`src/rtl/move_commit_ctrl_if.sv`:
```
// Move strobes in, board state and commit/reject pulses out.
interface move_commit_ctrl_if #(
  parameter int unsigned BOARD_N = 3,
  parameter int unsigned IDX_W   = 4
);
  localparam int unsigned NUM_CELLS = BOARD_N * BOARD_N;
  localparam int unsigned CNT_W     = $clog2(NUM_CELLS + 1);

  logic                   clear_board;
  logic [IDX_W-1:0]       human_move_select;
  logic                   human_move_valid;
  logic [IDX_W-1:0]       ai_move_select;
  logic                   ai_move_valid;
  logic [2*NUM_CELLS-1:0] board;
  logic [IDX_W-1:0]       move_out;
  logic                   valid_move;
  logic                   request_new_move_select;
  logic                   turn;
  logic                   board_full;
  logic [CNT_W-1:0]       move_count;

  modport master (
    output clear_board, human_move_select, human_move_valid,
           ai_move_select, ai_move_valid,
    input  board, move_out, valid_move, request_new_move_select,
           turn, board_full, move_count
  );

  modport slave (
    input  clear_board, human_move_select, human_move_valid,
           ai_move_select, ai_move_valid,
    output board, move_out, valid_move, request_new_move_select,
           turn, board_full, move_count
  );
endinterface

```
`src/rtl/move_commit_ctrl.sv`:
```
// Turn-based move validation and board commit for an N x N tic-tac-toe board.
module move_commit_ctrl #(
  parameter int unsigned BOARD_N      = 3,
  parameter int unsigned IDX_W        = 4,
  parameter bit          FIRST_PLAYER = 1'b0
) (
  input logic             clk,
  input logic             reset,
  move_commit_ctrl_if.slave bus
);
  localparam int unsigned NUM_CELLS = BOARD_N * BOARD_N;
  localparam int unsigned CNT_W     = $clog2(NUM_CELLS + 1);
  localparam int unsigned BRD_W     = 2 * NUM_CELLS;

  typedef enum logic [1:0] {
    S_HUMAN = 2'd0,
    S_AI    = 2'd1,
    S_FULL  = 2'd2
  } state_t;

  localparam state_t S_START = FIRST_PLAYER ? S_AI : S_HUMAN;

  state_t           state_q;
  logic [BRD_W-1:0] board_q;
  logic [IDX_W-1:0] move_out_q;
  logic             valid_move_q;
  logic             request_q;
  logic             turn_q;
  logic             board_full_q;
  logic [CNT_W-1:0] move_count_q;

  logic             cand_valid_c;
  logic [IDX_W-1:0] cand_sel_c;
  logic [1:0]       cand_mark_c;
  logic             cell_hit_c;
  logic             cell_free_c;
  logic             legal_c;
  logic [BRD_W-1:0] board_wr_c;
  logic [CNT_W-1:0] count_inc_c;
  logic             last_c;

  // Pick the strobe of whichever player holds the turn; the other is ignored.
  always_comb begin
    cand_valid_c = 1'b0;
    cand_sel_c   = '0;
    cand_mark_c  = 2'b00;
    case (state_q)
      S_HUMAN: begin
        cand_valid_c = bus.human_move_valid;
        cand_sel_c   = bus.human_move_select;
        cand_mark_c  = 2'b01;
      end
      S_AI: begin
        cand_valid_c = bus.ai_move_valid;
        cand_sel_c   = bus.ai_move_select;
        cand_mark_c  = 2'b10;
      end
      default: ;
    endcase
  end

  // Legality: index must hit a real cell and that cell must read 00 (11 counts as occupied).
  always_comb begin
    cell_hit_c  = 1'b0;
    cell_free_c = 1'b0;
    board_wr_c  = board_q;
    for (int unsigned k = 0; k < NUM_CELLS; k++) begin
      if (cand_sel_c == IDX_W'(k)) begin
        cell_hit_c          = 1'b1;
        cell_free_c         = (board_q[2*k +: 2] == 2'b00);
        board_wr_c[2*k +: 2] = cand_mark_c;
      end
    end
    legal_c     = cell_hit_c & cell_free_c;
    count_inc_c = move_count_q + CNT_W'(1);
    last_c      = (count_inc_c == CNT_W'(NUM_CELLS));
  end

  // Turn FSM with registered board, counters and one-cycle pulses.
  always_ff @(posedge clk or negedge reset) begin
    if (!reset) begin
      state_q      <= S_START;
      board_q      <= '0;
      move_out_q   <= '0;
      valid_move_q <= 1'b0;
      request_q    <= 1'b0;
      turn_q       <= FIRST_PLAYER;
      board_full_q <= 1'b0;
      move_count_q <= '0;
    end else begin
      valid_move_q <= 1'b0;
      request_q    <= 1'b0;
      if (bus.clear_board) begin
        state_q      <= S_START;
        board_q      <= '0;
        move_out_q   <= '0;
        turn_q       <= FIRST_PLAYER;
        board_full_q <= 1'b0;
        move_count_q <= '0;
      end else if (cand_valid_c) begin
        if (legal_c) begin
          board_q      <= board_wr_c;
          move_out_q   <= cand_sel_c;
          valid_move_q <= 1'b1;
          move_count_q <= count_inc_c;
          turn_q       <= ~turn_q;
          board_full_q <= last_c;
          if (last_c) state_q <= S_FULL;
          else        state_q <= (state_q == S_HUMAN) ? S_AI : S_HUMAN;
        end else begin
          request_q <= 1'b1;
        end
      end
    end
  end

  assign bus.board                   = board_q;
  assign bus.move_out                = move_out_q;
  assign bus.valid_move              = valid_move_q;
  assign bus.request_new_move_select = request_q;
  assign bus.turn                    = turn_q;
  assign bus.board_full              = board_full_q;
  assign bus.move_count              = move_count_q;
endmodule

```
`src/flat_wrapper.sv`:
```
// flat-port wrapper written by rule: the top's interface ports become plain ports
module move_commit_ctrl_flat 
#(
  parameter int unsigned BOARD_N      = 3,
  parameter int unsigned IDX_W        = 4,
  parameter bit          FIRST_PLAYER = 1'b0
)
  (clk, reset, bus_clear_board, bus_human_move_select, bus_human_move_valid, bus_ai_move_select, bus_ai_move_valid, bus_board, bus_move_out, bus_valid_move, bus_request_new_move_select, bus_turn, bus_board_full, bus_move_count);
  move_commit_ctrl_if #(.BOARD_N(BOARD_N), .IDX_W(IDX_W)) bus_i ();
  input logic clk;
  input logic reset;
  input wire logic [$bits(bus_i.clear_board)-1:0] bus_clear_board;
  input wire logic [$bits(bus_i.human_move_select)-1:0] bus_human_move_select;
  input wire logic [$bits(bus_i.human_move_valid)-1:0] bus_human_move_valid;
  input wire logic [$bits(bus_i.ai_move_select)-1:0] bus_ai_move_select;
  input wire logic [$bits(bus_i.ai_move_valid)-1:0] bus_ai_move_valid;
  output wire logic [$bits(bus_i.board)-1:0] bus_board;
  output wire logic [$bits(bus_i.move_out)-1:0] bus_move_out;
  output wire logic [$bits(bus_i.valid_move)-1:0] bus_valid_move;
  output wire logic [$bits(bus_i.request_new_move_select)-1:0] bus_request_new_move_select;
  output wire logic [$bits(bus_i.turn)-1:0] bus_turn;
  output wire logic [$bits(bus_i.board_full)-1:0] bus_board_full;
  output wire logic [$bits(bus_i.move_count)-1:0] bus_move_count;
  assign bus_i.clear_board = bus_clear_board;
  assign bus_i.human_move_select = bus_human_move_select;
  assign bus_i.human_move_valid = bus_human_move_valid;
  assign bus_i.ai_move_select = bus_ai_move_select;
  assign bus_i.ai_move_valid = bus_ai_move_valid;
  assign bus_board = bus_i.board;
  assign bus_move_out = bus_i.move_out;
  assign bus_valid_move = bus_i.valid_move;
  assign bus_request_new_move_select = bus_i.request_new_move_select;
  assign bus_turn = bus_i.turn;
  assign bus_board_full = bus_i.board_full;
  assign bus_move_count = bus_i.move_count;
  move_commit_ctrl #(.BOARD_N(BOARD_N), .IDX_W(IDX_W), .FIRST_PLAYER(FIRST_PLAYER)) u_core (.clk(clk), .reset(reset), .bus(bus_i));
endmodule
```
`config.mk`:
```
export PLATFORM = sky130hd
export DESIGN_NAME = move_commit_ctrl_flat
export DESIGN_NICKNAME = d
export VERILOG_FILES = /design/src/rtl/move_commit_ctrl_if.sv /design/src/rtl/move_commit_ctrl.sv /design/src/flat_wrapper.sv
export SDC_FILE = /design/constraint.sdc
export NUM_CORES = 1
export LEC_CHECK = 0
export ABC_CLOCK_PERIOD_IN_PS = 2350
export BUFFER_PORTS_ARGS = -buffer_cell sky130_fd_sc_hd__buf_2
export CORE_AREA = 3 3 66 68
export CTS_BUF_LIST = sky130_fd_sc_hd__clkbuf_8 sky130_fd_sc_hd__clkbuf_16
export DETAILED_ROUTE_END_ITERATION = 6
export DIE_AREA = 0 0 69 71
export GPL_TIMING_DRIVEN = 0
export PLACE_DENSITY = 0.72
export SLEW_MARGIN = 20
export SYNTH_ARGS = -nofsm -noshare
export SYNTH_HDL_FRONTEND = slang
export SYNTH_SLANG_ARGS = --single-unit
```
`constraint.sdc`:
```
create_clock -name clk -period 2.35 [get_ports clk]
set_clock_uncertainty 0.05 [all_clocks]
set_input_delay 0 -clock clk [delete_from_list [all_inputs] [get_ports clk]]
set_output_delay 0 -clock clk [all_outputs]
set_load 0.02 [all_outputs]
```
==> results.py <==
metrics = {
    "detailed_routing": {
        "viasPerCell": 5.765,
        "drc": 0,
        "drt-initial-drc-count": 222,
        "wire_per_inst_um": 17.92,
        "vias": 1787,
        "drt-pass1-iter-count": 4,
        "route.antenna.remaining_nets": 0,
        "wl_mm": 5.556,
    },
    "synth": {
        "synth_area_leaders": "dfrtp_1 43%, nor2_1 3.7%, nand2b_1 3.5%",
        "synth_xor_area_share_pct": 0.4858,
        "synth_top_area_share_pct": 43.03,
        "ys.flop_type": "dfrtp_1",
        "synth_mux_area_share_pct": 3.747,
        "synth_compound_area_share_pct": 23.59,
        "synth_async_sr_flop_share_pct": 100.0,
        "synth_edf_count": 0,
        "synthesis.area_um2": 1803,
        "ys_seq_elements": 31,
        "yosysSeqAreaShare_pct": 43.03,
        "synth_cell_types": 54,
        "syn_avg_cell_area_um2": 9.540,
        "ys_warn_count": 0,
        "netlist_instances": 189,
        "synth_top_area_cell": "dfrtp_1",
        "syn_nets": 204,
        "synth_adder_area_share_pct": 1.388,
        "synth_top_family_by_area": "compound AO/OA/AOI/OAI gates",
        "synth-simple-area-share_pct": 22.14,
    },
    "setup_path": {
        "crit_type": "reg -> reg",
        "regToRegSetupSlack_ns": -0.10,
        "critPathLaunchType": "flip-flop",
        "cp.required_ns": 2.46,
        "critPathArrivalTime_ns": 2.56,
        "critPathMaxFanout": 10,
        "r2r_start": "u_core.bus.board_full$_DFFE_PN0P_",
        "reg2regPathDepth": 7,
        "cp-end-kind": "flip-flop",
        "rr_endpoint": "u_core.bus.move_count[2]$_DFFE_PN0P_",
    },
    "timing": {
        "timing.fmax_mhz": 408.1,
        "relSlewSlack_pct": 53.37,
        "final.setup.tns_ns": -0.4784,
        "setup_slack_ns": -0.1006,
        "worst_slew_pin_slew_ns": 0.6995,
        "setup_viol": 10,
        "hold_ws_ns": 0.06328,
        "rsz0062_at_grt": "yes",
        "final.min_clock_period_ns": 2.451,
        "period_share_pct": 104.3,
        "hold_viol_final": 0,
        "report.final.slew_viol_count": 0,
    },
    "floorplan": {
        "rows": 23,
        "die_h_um": 71,
        "initial_core_util_pct": 46.07,
        "die-area_um2": 4899,
        "ioPinCount": 43,
        "die_w_um": 69,
        "core_um2": 3914,
    },
    "cts": {
        "cts_buffers": 5,
        "htreeDepth": 2,
        "cts_sinks": 31,
        "insertion_delay_ns": 0.29,
        "cts_buffer_depth": 2,
        "clk_pin_slew_ns": 0.07,
        "cts_tree": "built",
        "cts_root_buf": "clkbuf_8",
    },
    "cells_and_area": {
        "fin_cells": 310,
        "nNetsFinal": 274,
        "area_growth_pct": 41.92,
        "design_area_um2": 2559,
        "num_antenna_cells": 0,
        "drive_gt1_share_pct": 43.08,
    },
    "status": {
        "status": "finished with violations",
        "violations": "negative setup slack",
    },
    "pwr": {
        "combPwrFrac_pct": 28.2,
        "p_leak_nw": 1.246,
        "power_density_nw_per_um2": 607.4,
        "seq_power_share_pct": 36.6,
        "sw_frac_of_total_pct": 30.97,
        "ir_drop_uv": 456.2,
        "switchingPower_uw": 481.3,
        "p_clk_share_pct": 35.2,
        "intPower_mw": 1.073,
    },
    "placed_design": {
        "place_area_um2": 2076,
        "placed_cells": 281,
        "pre_cts_ws_ns": -0.2015,
        "dpl.hpwl_mm": 3.353,
        "gp_congestion": 0.8586,
        "port_buffers": 42,
    },
    "worst_hold_path": {
        "hold_start": "bus_clear_board",
        "min_path_cells": 3,
        "hold_path_end": "u_core.bus.board[8]$_DFFE_PN0P_",
        "hold_path_class": "in -> reg",
    },
    "global_route": {
        "grt_max_degree": 32,
        "grt_overflow": 0,
        "grt_usage_pct": 21.65,
        "grt_pass1_vias": 1698,
        "grt_pass1_wl_mm": 8.355,
        "antenna_found_initial": 0,
    },
    "flow_run": {
        "maxCapViolations": 0,
    },
}
-- critical path, stage by stage, from the launching register on --
cell      delay (ns)
dfrtp_2         0.48
clkbuf_1        0.40
nor4_1          0.14
o21ai_1         0.30
o211ai_4        0.17
o211a_4         0.29
o21ai_1         0.17
mux2_1          0.34
-- area by class of cell --
class                   instances  area [um^2]
fillers                       321         1355
clock inverters                 2        35.03
well taps                      50        62.56
repair buffers                 64        390.4
multi-input cells             135         1099
plain buffers                   9        63.81
clock buffers                   6        82.58
flip-flops and latches         31        777.0
inverters                      13        48.80
-- timing repair --
item	4_1_cts	5_1_grt
endpoints found under the hold margin	31	0
hold buffers	1	0
setup endpoints to repair	20	29
pin swaps	6	8
buffers inserted	16	6
gates resized for setup	20	26
-- power by group through the flow --
stage / Sequential, mW / Clock [mW] / Combinational [mW]
global placement: 0.576 / 0 / 0.297
floorplan: 0.596 / 0 / 0.187
global route: 0.571 / 0.574 / 0.471
detailed placement: 0.577 / 0 / 0.300
finish: 0.568 / 0.547 / 0.439
CTS: 0.568 / 0.552 / 0.381
-- layout by cell type (no fill, tap or decap), types with 4 or more instances in the layout --
cell / instances
a21oi_1: 8
nor2_1: 17
dfrtp_1: 30
nand3_1: 5
nand2b_1: 9
inv_1: 12
or3_1: 5
o22ai_1: 4
o21ai_0: 7
clkbuf_1: 5
nor3_1: 5
buf_6: 4
buf_4: 20
clkbuf_8: 6
nand2_1: 11
buf_2: 42
-- layer usage --
layer  up-vias  share of wire (%)  track usage [%]
met5         -                  0                0
met4         0                1.9            9.761
li1        824                  -                -
met1       872                 42            28.49
met3         9                7.3            5.256
met2        82                 49            33.90
-- logic make-up (layout without fill, tap and decap cells) --
| logic type | Yosys count | in the layout |
|---|---|---|
| flops | 31 | 31 |
| fa+ha+maj | 2 | 2 |
| buf+inv | 23 | 94 |
| mux | 6 | 6 |
| xor+xnor | 1 | 1 |
| compound gates | 52 | 52 |
| simple gates | 74 | 74 |
-- through the flow --
step,total power [mW],utilization [%]
global placement,0.8733,53.04
floorplan,0.7832,-
finish,1.554,65.38
CTS,1.502,61.83
detailed placement,0.8767,53.04
global route,1.616,65.38
-- cell usage after synthesis, types with 2 or more instances --
cell type / count
ha_1: 2
nor2b_1: 2
a21oi_1: 11
o21ai_1: 2
o41ai_1: 3
nor3_1: 6
nand3_1: 5
o32ai_1: 2
and3_1: 2
mux2i_1: 3
or3_1: 5
nand2_1: 12
nand2b_1: 10
or2_2: 2
inv_1: 13
o21ai_0: 9
nor2_1: 18
o41ai_2: 3
dfrtp_1: 31
o22ai_1: 5
o32ai_2: 3
clkbuf_1: 7
buf_6: 2
-- worst max path at each step --
stage,startpoint,endpoint,slack [ns],cells after the start
5_1_grt,u_core.bus.board_full$_DFFE_PN0P_,u_core.bus.move_count[2]$_DFFE_PN0P_,-0.23,7
3_5_place_dp,u_core.state_q[0]$_DFFE_PN0P_,u_core.bus.board[10]$_DFFE_PN0P_,-0.20,9
6_report,u_core.bus.board_full$_DFFE_PN0P_,u_core.bus.move_count[2]$_DFFE_PN0P_,-0.10,7
3_3_place_gp,u_core.state_q[0]$_DFFE_PN0P_,u_core.bus.board[14]$_DFFE_PN0P_,-0.23,9
4_1_cts,u_core.state_q[0]$_DFFE_PN0P_,u_core.bus.move_count[2]$_DFFE_PN0P_,-0.05,8
2_1_floorplan,u_core.state_q[0]$_DFFE_PN0P_,u_core.bus.board[12]$_DFFE_PN0P_,0.05,9
-- state kept, by name, summed over array words and instances, names as in the netlist --
register,flops
u_core.bus.valid_move,1
u_core.bus.move_count,4
u_core.bus.move_out,4
u_core.bus.board,18
u_core.bus.request_new_move_select,1
u_core.bus.board_full,1
u_core.state_q,1
u_core.bus.turn,1
Note: power is estimated with default switching activity, not from simulation.
